## config.mk

```make
export PLATFORM = sky130hd
export DESIGN_NAME = alu_ctrl_stage_flat
export DESIGN_NICKNAME = d
export VERILOG_FILES = /design/src/rtl/alu_pkg.sv /design/src/rtl/alu_ctrl_stage_if.sv /design/src/rtl/alu_ctrl_skid.sv /design/src/rtl/alu_ctrl_stage.sv /design/src/flat_wrapper.sv
export SDC_FILE = /design/constraint.sdc
export NUM_CORES = 1
export LEC_CHECK = 0
export ABC_CLOCK_PERIOD_IN_PS = 3600
export CORE_MARGIN = 2
export CORE_UTILIZATION = 53
export DETAILED_ROUTE_END_ITERATION = 10
export DONT_BUFFER_PORTS = 1
export PLACE_DENSITY = 0.68
export SETUP_SLACK_MARGIN = 0.15
export SLEW_MARGIN = 10
export SYNTH_ARGS = -nofsm -noshare
export SYNTH_HDL_FRONTEND = slang
export SYNTH_SLANG_ARGS = --single-unit
```

## constraint.sdc

```tcl
create_clock -name clk -period 3.6 [get_ports clk]
set_input_delay 0.36 -clock clk [delete_from_list [all_inputs] [get_ports clk]]
set_output_delay 0.36 -clock clk [all_outputs]
set_load 0.05 [all_outputs]
```

## src/rtl/alu_pkg.sv

```systemverilog
// ALU opcodes, decode enums and the ALUOp/funct decoder shared by the ALU control stage and its users.
package alu_pkg;

  localparam int ALU_OP_W = 4;

  localparam logic [ALU_OP_W-1:0] ALU_AND = 4'b0000;
  localparam logic [ALU_OP_W-1:0] ALU_SUB = 4'b0001;
  localparam logic [ALU_OP_W-1:0] ALU_ADD = 4'b0010;
  localparam logic [ALU_OP_W-1:0] ALU_OR  = 4'b0011;
  localparam logic [ALU_OP_W-1:0] ALU_XOR = 4'b0100;
  localparam logic [ALU_OP_W-1:0] ALU_SLL = 4'b0101;
  localparam logic [ALU_OP_W-1:0] ALU_SRL = 4'b0110;
  localparam logic [ALU_OP_W-1:0] ALU_SRA = 4'b0111;
  localparam logic [ALU_OP_W-1:0] ALU_EQ  = 4'b1000;
  localparam logic [ALU_OP_W-1:0] ALU_SLT = 4'b1001;

  typedef enum logic [1:0] {
    ADDR   = 2'b00,
    BRANCH = 2'b01,
    ARITH  = 2'b10,
    LUI    = 2'b11
  } alu_op_e;

  typedef enum logic [1:0] {
    EMPTY = 2'b00,
    BUSY  = 2'b01,
    FULL  = 2'b10
  } skid_state_e;

  typedef struct packed {
    logic                illegal;
    logic                br_invert;
    logic [ALU_OP_W-1:0] op;
  } alu_dec_t;

  function automatic alu_dec_t alu_decode(alu_op_e aop, logic [2:0] f3, logic f7b5, logic rtype);
    alu_dec_t d;
    d = '{illegal: 1'b0, br_invert: 1'b0, op: ALU_ADD};
    case (aop)
      BRANCH: begin
        case (f3)
          3'b000:  d.op = ALU_EQ;
          3'b001:  begin d.op = ALU_EQ;  d.br_invert = 1'b1; end
          3'b100:  d.op = ALU_SLT;
          3'b101:  begin d.op = ALU_SLT; d.br_invert = 1'b1; end
          default: d.illegal = 1'b1;
        endcase
      end
      ARITH: begin
        case (f3)
          3'b000:  d.op = (rtype && f7b5) ? ALU_SUB : ALU_ADD;
          3'b001:  d.op = ALU_SLL;
          3'b010:  d.op = ALU_SLT;
          3'b100:  d.op = ALU_XOR;
          3'b101:  d.op = f7b5 ? ALU_SRA : ALU_SRL;
          3'b110:  d.op = ALU_OR;
          3'b111:  d.op = ALU_AND;
          default: d.illegal = 1'b1;
        endcase
      end
      default: d.op = ALU_ADD;
    endcase
    // Unsupported encodings degrade to a harmless ADD with no branch inversion.
    if (d.illegal) begin
      d.op        = ALU_ADD;
      d.br_invert = 1'b0;
    end
    return d;
  endfunction

endpackage

```

## src/rtl/alu_ctrl_stage_if.sv

```systemverilog
// ID->EX ALU operation handshake: decode fields in, ALU opcode/flags out, each side valid/ready.
interface alu_ctrl_stage_if #(
  parameter int OPCODE_LENGTH = 4,
  parameter int TAG_WIDTH     = 5
);
  logic                     in_valid;
  logic                     in_ready;
  logic [1:0]               alu_op;
  logic [2:0]               funct3;
  logic [6:0]               funct7;
  logic                     is_rtype;
  logic [TAG_WIDTH-1:0]     in_tag;
  logic                     out_valid;
  logic                     out_ready;
  logic [OPCODE_LENGTH-1:0] Operation;
  logic                     br_invert;
  logic                     illegal;
  logic [TAG_WIDTH-1:0]     out_tag;

  modport master (
    input  in_valid, alu_op, funct3, funct7, is_rtype, in_tag, out_ready,
    output in_ready, out_valid, Operation, br_invert, illegal, out_tag
  );

  modport slave (
    output in_valid, alu_op, funct3, funct7, is_rtype, in_tag, out_ready,
    input  in_ready, out_valid, Operation, br_invert, illegal, out_tag
  );
endinterface

```

## src/rtl/alu_ctrl_skid.sv

```systemverilog
// Generic 2-entry valid/ready skid buffer; 1-cycle latency, in_ready is registered so
// downstream backpressure never reaches the upstream ready combinationally.
module alu_ctrl_skid
  import alu_pkg::*;
#(
  parameter int W = 8
) (
  input  logic         clk,
  input  logic         reset,
  input  logic         flush,
  input  logic         in_valid,
  output logic         in_ready,
  input  logic [W-1:0] in_dat,
  output logic         out_valid,
  input  logic         out_ready,
  output logic [W-1:0] out_dat
);

  skid_state_e  state;
  logic         rdy_q;
  logic [W-1:0] skid_q;

  assign in_ready = rdy_q & ~reset;

  // rdy_q is 1 in EMPTY/BUSY, so a valid input there is an accepted transfer.
  always_ff @(posedge clk) begin
    if (reset) begin
      state     <= EMPTY;
      rdy_q     <= 1'b1;
      out_valid <= 1'b0;
      out_dat   <= '0;
      skid_q    <= '0;
    end else if (flush) begin
      state     <= EMPTY;
      rdy_q     <= 1'b1;
      out_valid <= 1'b0;
    end else begin
      case (state)
        EMPTY: begin
          if (in_valid) begin
            out_dat   <= in_dat;
            out_valid <= 1'b1;
            state     <= BUSY;
          end
        end
        BUSY: begin
          if (in_valid && !out_ready) begin
            skid_q <= in_dat;
            rdy_q  <= 1'b0;
            state  <= FULL;
          end else if (in_valid) begin
            out_dat <= in_dat;
          end else if (out_ready) begin
            out_valid <= 1'b0;
            state     <= EMPTY;
          end
        end
        FULL: begin
          if (out_ready) begin
            out_dat <= skid_q;
            rdy_q   <= 1'b1;
            state   <= BUSY;
          end
        end
        default: state <= EMPTY;
      endcase
    end
  end

endmodule

```

## src/rtl/alu_ctrl_stage.sv

```systemverilog
// ALU control stage: decodes ALUOp/funct3/funct7 into opcode + branch-invert/illegal flags.
// Result registered one cycle after accept; 2-entry skid keeps in_ready free of out_ready paths.
module alu_ctrl_stage
  import alu_pkg::*;
#(
  parameter int OPCODE_LENGTH = 4,
  parameter int TAG_WIDTH     = 5
) (
  input  logic             clk,
  input  logic             reset,
  input  logic             flush,
  alu_ctrl_stage_if.master bus
);

  localparam int PW = 2 + OPCODE_LENGTH + TAG_WIDTH;

  alu_dec_t          dec;
  logic [PW-1:0]     in_pl;
  logic [PW-1:0]     out_pl;
  logic              unused_f7;

  assign dec       = alu_decode(alu_op_e'(bus.alu_op), bus.funct3, bus.funct7[5], bus.is_rtype);
  assign unused_f7 = ^{bus.funct7[6], bus.funct7[4:0]};
  assign in_pl     = {dec.illegal, dec.br_invert, OPCODE_LENGTH'(dec.op), bus.in_tag};

  alu_ctrl_skid #(.W(PW)) u_skid (
    .clk       (clk),
    .reset     (reset),
    .flush     (flush),
    .in_valid  (bus.in_valid),
    .in_ready  (bus.in_ready),
    .in_dat    (in_pl),
    .out_valid (bus.out_valid),
    .out_ready (bus.out_ready),
    .out_dat   (out_pl)
  );

  assign {bus.illegal, bus.br_invert, bus.Operation, bus.out_tag} = out_pl;

endmodule

```

## src/flat_wrapper.sv

```systemverilog
// flat-port wrapper written by rule: the top's interface ports become plain ports
module alu_ctrl_stage_flat import alu_pkg::*;
#(
  parameter int OPCODE_LENGTH = 4,
  parameter int TAG_WIDTH     = 5
)
  (clk, reset, flush, bus_in_valid, bus_alu_op, bus_funct3, bus_funct7, bus_is_rtype, bus_in_tag, bus_out_ready, bus_in_ready, bus_out_valid, bus_Operation, bus_br_invert, bus_illegal, bus_out_tag);
  alu_ctrl_stage_if #(.OPCODE_LENGTH(OPCODE_LENGTH), .TAG_WIDTH(TAG_WIDTH)) bus_i ();
  input  logic clk;
  input  logic reset;
  input  logic flush;
  input wire logic [$bits(bus_i.in_valid)-1:0] bus_in_valid;
  input wire logic [$bits(bus_i.alu_op)-1:0] bus_alu_op;
  input wire logic [$bits(bus_i.funct3)-1:0] bus_funct3;
  input wire logic [$bits(bus_i.funct7)-1:0] bus_funct7;
  input wire logic [$bits(bus_i.is_rtype)-1:0] bus_is_rtype;
  input wire logic [$bits(bus_i.in_tag)-1:0] bus_in_tag;
  input wire logic [$bits(bus_i.out_ready)-1:0] bus_out_ready;
  output wire logic [$bits(bus_i.in_ready)-1:0] bus_in_ready;
  output wire logic [$bits(bus_i.out_valid)-1:0] bus_out_valid;
  output wire logic [$bits(bus_i.Operation)-1:0] bus_Operation;
  output wire logic [$bits(bus_i.br_invert)-1:0] bus_br_invert;
  output wire logic [$bits(bus_i.illegal)-1:0] bus_illegal;
  output wire logic [$bits(bus_i.out_tag)-1:0] bus_out_tag;
  assign bus_i.in_valid = bus_in_valid;
  assign bus_i.alu_op = bus_alu_op;
  assign bus_i.funct3 = bus_funct3;
  assign bus_i.funct7 = bus_funct7;
  assign bus_i.is_rtype = bus_is_rtype;
  assign bus_i.in_tag = bus_in_tag;
  assign bus_i.out_ready = bus_out_ready;
  assign bus_in_ready = bus_i.in_ready;
  assign bus_out_valid = bus_i.out_valid;
  assign bus_Operation = bus_i.Operation;
  assign bus_br_invert = bus_i.br_invert;
  assign bus_illegal = bus_i.illegal;
  assign bus_out_tag = bus_i.out_tag;
  alu_ctrl_stage #(.OPCODE_LENGTH(OPCODE_LENGTH), .TAG_WIDTH(TAG_WIDTH)) u_core (.clk(clk), .reset(reset), .flush(flush), .bus(bus_i));
endmodule
```

==> summary.txt <==
Power and ir drop
  – Net switching fraction of the power: 0.2743
  – Switching power of the nets: 164.2 uW
  – Peak supply drop: 209.2 uV
  – Cell area power density: 449.6 nW/um^2
  – Proportion of power drawn by the clock network: 0.341
  – Overall power: 598.6 uW
  – Combinational power share: 0.087
  – Leak: 0.0004796 uW
  – Internal Power: 434.4 uW
  – Sequential cell fraction of total power: 0.572

CTS
  – Clock edge transition at the registers on the reported setup and hold paths: 140 ps
  – Post-CTS Setup Repair Bufs: 0
  – Clock tree root buffer cell: sky130_fd_sc_hd__clkbuf_4
  – Total CTS buffers: 3
  – Clock tree from TritonCTS: done
  – Skew-Pair Late Insertion Delay: 330 ps
  – CTS-repair resized insts: 0
  – Buffer levels on the longest clock path: 2
  – Number of H-tree branching levels: 1
  – Hold bufs inserted after CTS: 0
  – Number of sinks driven by the clock tree: 26

Floorplanning
  – Die Area: 2872 um^2
  – Io pins: 36
  – Core area: 2276 um^2
  – Die outline width: 53.60 um
  – Vertical die dimension: 53.60 um
  – Cell row count: 17
  – Initial Utilization: 0.5728

Critical path
  – Crit path launch type: flop
  – List of cells traversed by the critical path: nor2b_1 > nor2_1 > a32oi_1 > a21oi_1
  – Critical Path Fanout Max: 15
  – Count of cells along the worst register-to-register path: 4
  – Crit-path max cell delay: 880 ps
  – Type of destination of the critical path: flop
  – Critical path data required time: 3800 ps
  – Critical R2R Launch: u_core.u_skid.state[1]
  – Data arrival time of the worst path: 2170 ps
  – Worst reg2reg endpoint: u_core.u_skid.out_dat[5]
  – Crit Path Category: reg2reg
  – CP max-delay cell: sky130_fd_sc_hd__nor2b_1
  – Setup slack, reg-to-reg: 1630 ps

STA
  – Worst-case clock skew: 4.175 ps
  – Number of failing hold endpoints at the final stage: 0
  – Post-route clock period utilization: 0.5464
  – Sum of negative setup slack: 0 ps
  – Final number of setup-violating endpoints: 0
  – Slew Limit Fails: 0
  – Worst-Margin Slew: 1059 ps
  – Slew HR: 0.2925
  – Worst setup margin: 1633 ps
  – F_max: 0.5084 GHz
  – Tightest hold margin: 67.46 ps
  – Setup repair after global routing missed its margin: no
  – Shortest period the worst path allows: 1967 ps

Final layout
  – Area added between synthesis and finish: 2.112%
  – Fraction of final layout cells with drive strength greater than 1: 0.04294
  – Area of the multi-input gates: 704.4 um^2
  – Antenna diode count: 0
  – Share of the core filled with cells in the final layout: 0.5849
  – Number of nets in the finished design: 189
  – Final-layout fill cell count: 207
  – FF+latch area: 520.5 um^2

Synthesis
  – Share of synthesized area spent on multiplexers: 0.007678
  – Number of enable flip-flop cells after synthesis: 0
  – Flip-flop and latch count after synthesis: 26
  – Largest family of logic cells by synthesized area: simple AND/OR/NAND/NOR gates
  – Post-Syn Instances: 169
  – Compound-cell area share of the yosys netlist: 0.2361
  – Post-synthesis average cell area: 7.714 um^2
  – Sequential cell area fraction in the yosys report: 0.3992
  – Total nets after synthesis: 194
  – Number of synthesis warnings: 0
  – Adder-cell share of the synthesized area: 0.01919
  – Post-synthesis instance area: 1304 um^2
  – Flip-flop cell with the highest count after synthesis: sky130_fd_sc_hd__dfxtp_1
  – Synthesized-area fraction occupied by and/or/nand/nor cells: 0.2774
  – Count of unique library cells instantiated by Yosys: 39
  – Fraction of synthesis flops using an asynchronous set or reset pin: 0
  – Xor/xnor cell area share of the yosys netlist: 0

Route
  – Via/cell ratio: 5.859
  – Number of optimization iterations in the first detailed-route pass: 4
  – Post-Route WL: 2566 um
  – Count of unresolved DRC violations after routing: 0
  – Via count of the routed design: 1119
  – Post-route antenna net violation count: 0
  – Starting DRC count in detailed routing: 33
  – DR WL/cell: 13.43 um

Placement
  – Placer Congestion: 0.7641
  – Detailed placement HPWL: 1823 um
  – Placement Setup Slack: 1703 ps
  – IO Port Bufs: 0

Global route
  – Vias in the first global route: 965
  – All-layer global routing usage: 0.1961
  – Total overflow reported by the global router: 0
  – Global-route wire length before repair: 4098 um
  – Initial antenna violation count: 0
  – Maximum number of pins on one net before global-route repair: 23

Min path
  – Worst hold-check path type: in2reg
  – Startpoint of the most critical hold path: reset
  – Destination of the worst hold path: u_core.u_skid.skid_q[7]
  – Worst Hold Depth: 1

Flow run
  – Max Cap Viol: 0

Status
  – Result of the run: complete, no violations
final cells by class:
cell class                      count  area share
Multi-Input combinational cell    128      0.5291
Sequential cell                    26      0.3910
Tap cell                           28     0.02632
Clock inverter                      1     0.02256
Clock buffer                        3     0.01692
Inverter                            5     0.01410
state kept, by name, indices dropped and copies added (netlist names):
signal / count
u_core.u_skid.out_dat: 11
u_core.u_skid.out_valid: 1
u_core.u_skid.rdy_q: 1
u_core.u_skid.state: 2
u_core.u_skid.skid_q: 11
critical path, delay by kind of cell (launching register included):
family           cells  cell delay (ps)
AO/OA/AOI/OAI        2              330
flip-flops           1              490
AND/OR/NAND/NOR      2             1010
placed cells by master, fill, tap and decap left out, types with 2 or more instances in the layout:
master,count
sky130_fd_sc_hd__o21ai_0,8
sky130_fd_sc_hd__nor2b_1,2
sky130_fd_sc_hd__a21o_1,2
sky130_fd_sc_hd__or3_1,3
sky130_fd_sc_hd__clkbuf_4,3
sky130_fd_sc_hd__nand2b_1,4
sky130_fd_sc_hd__a21oi_1,17
sky130_fd_sc_hd__a31oi_1,2
sky130_fd_sc_hd__dfxtp_1,26
sky130_fd_sc_hd__nor2_1,16
sky130_fd_sc_hd__inv_1,5
sky130_fd_sc_hd__a311oi_1,6
sky130_fd_sc_hd__nand2_1,39
sky130_fd_sc_hd__o21a_1,3
sky130_fd_sc_hd__nor3_1,4
sky130_fd_sc_hd__ha_1,2
sky130_fd_sc_hd__or2b_1,2
worst max path at each step:
stage                     slack, ps                    from                  endpoint  depth (start not counted)
after floorplan                1930           bus_alu_op[0]  u_core.u_skid.out_dat[6]                          7
after global placement         1700  u_core.u_skid.state[1]  u_core.u_skid.out_dat[5]                          4
after detailed placement       1700  u_core.u_skid.state[1]  u_core.u_skid.out_dat[5]                          4
after CTS                      1650  u_core.u_skid.state[1]  u_core.u_skid.out_dat[5]                          4
after global routing           1430  u_core.u_skid.state[1]  u_core.u_skid.out_dat[5]                          4
final                          1630  u_core.u_skid.state[1]  u_core.u_skid.out_dat[5]                          4
kinds of logic (layout without fill, tap and decap cells):
kind of cell	count (synthesis)	in the layout
flip-flops	26	26
AND/OR/NAND/NOR	77	77
adder cells (fa/ha/maj)	2	2
AO/OA/AOI/OAI	48	48
buffers and inverters	15	9
multiplexers	1	1
Yosys cell counts, types with 2 or more instances:
cell type	count	share of area
sky130_fd_sc_hd__a21o_1	2	0.012
sky130_fd_sc_hd__a21oi_1	17	0.065
sky130_fd_sc_hd__a311oi_1	6	0.040
sky130_fd_sc_hd__a31oi_1	2	0.0096
sky130_fd_sc_hd__buf_2	2	0.0077
sky130_fd_sc_hd__buf_6	2	0.017
sky130_fd_sc_hd__clkbuf_1	4	0.012
sky130_fd_sc_hd__dfxtp_1	26	0.40
sky130_fd_sc_hd__ha_1	2	0.019
sky130_fd_sc_hd__inv_1	5	0.014
sky130_fd_sc_hd__nand2_1	39	0.11
sky130_fd_sc_hd__nand2b_1	4	0.019
sky130_fd_sc_hd__nor2_1	16	0.046
sky130_fd_sc_hd__nor2b_1	2	0.0096
sky130_fd_sc_hd__nor3_1	4	0.015
sky130_fd_sc_hd__o21a_1	3	0.017
sky130_fd_sc_hd__o21ai_0	8	0.031
sky130_fd_sc_hd__or2b_1	2	0.012
sky130_fd_sc_hd__or3_1	3	0.014
per-layer routing:
metal	global-route usage	up-vias	wire (um)
met3	0.04722	5	169
met1	0.2345	515	1183
met5	0	-	0
met2	0.3313	26	1165
met4	0.08974	0	47
li1	-	573	-
metrics by stage:
| stage | cells | cell area [um^2] |
|---|---|---|
| 2_1_floorplan | 169 | 1304 |
| 3_3_place_gp | 187 | 1279 |
| 3_5_place_dp | 187 | 1279 |
| 4_1_cts | 191 | 1331 |
| 5_1_grt | 191 | 1331 |
| 6_report | 191 | 1331 |
power by group through the flow:
| stage | Combinational [uW] | Sequential [uW] | Clock [uW] |
|---|---|---|---|
| 3_5_place_dp | 51.7 | 349 | 0 |
| 4_1_cts | 52.0 | 343 | 208 |
| 2_1_floorplan | 54.5 | 346 | 0 |
| 3_3_place_gp | 50.2 | 349 | 0 |
| 6_report | 51.9 | 343 | 204 |
| 5_1_grt | 59.1 | 345 | 214 |
(Power assumes the default switching activity.)
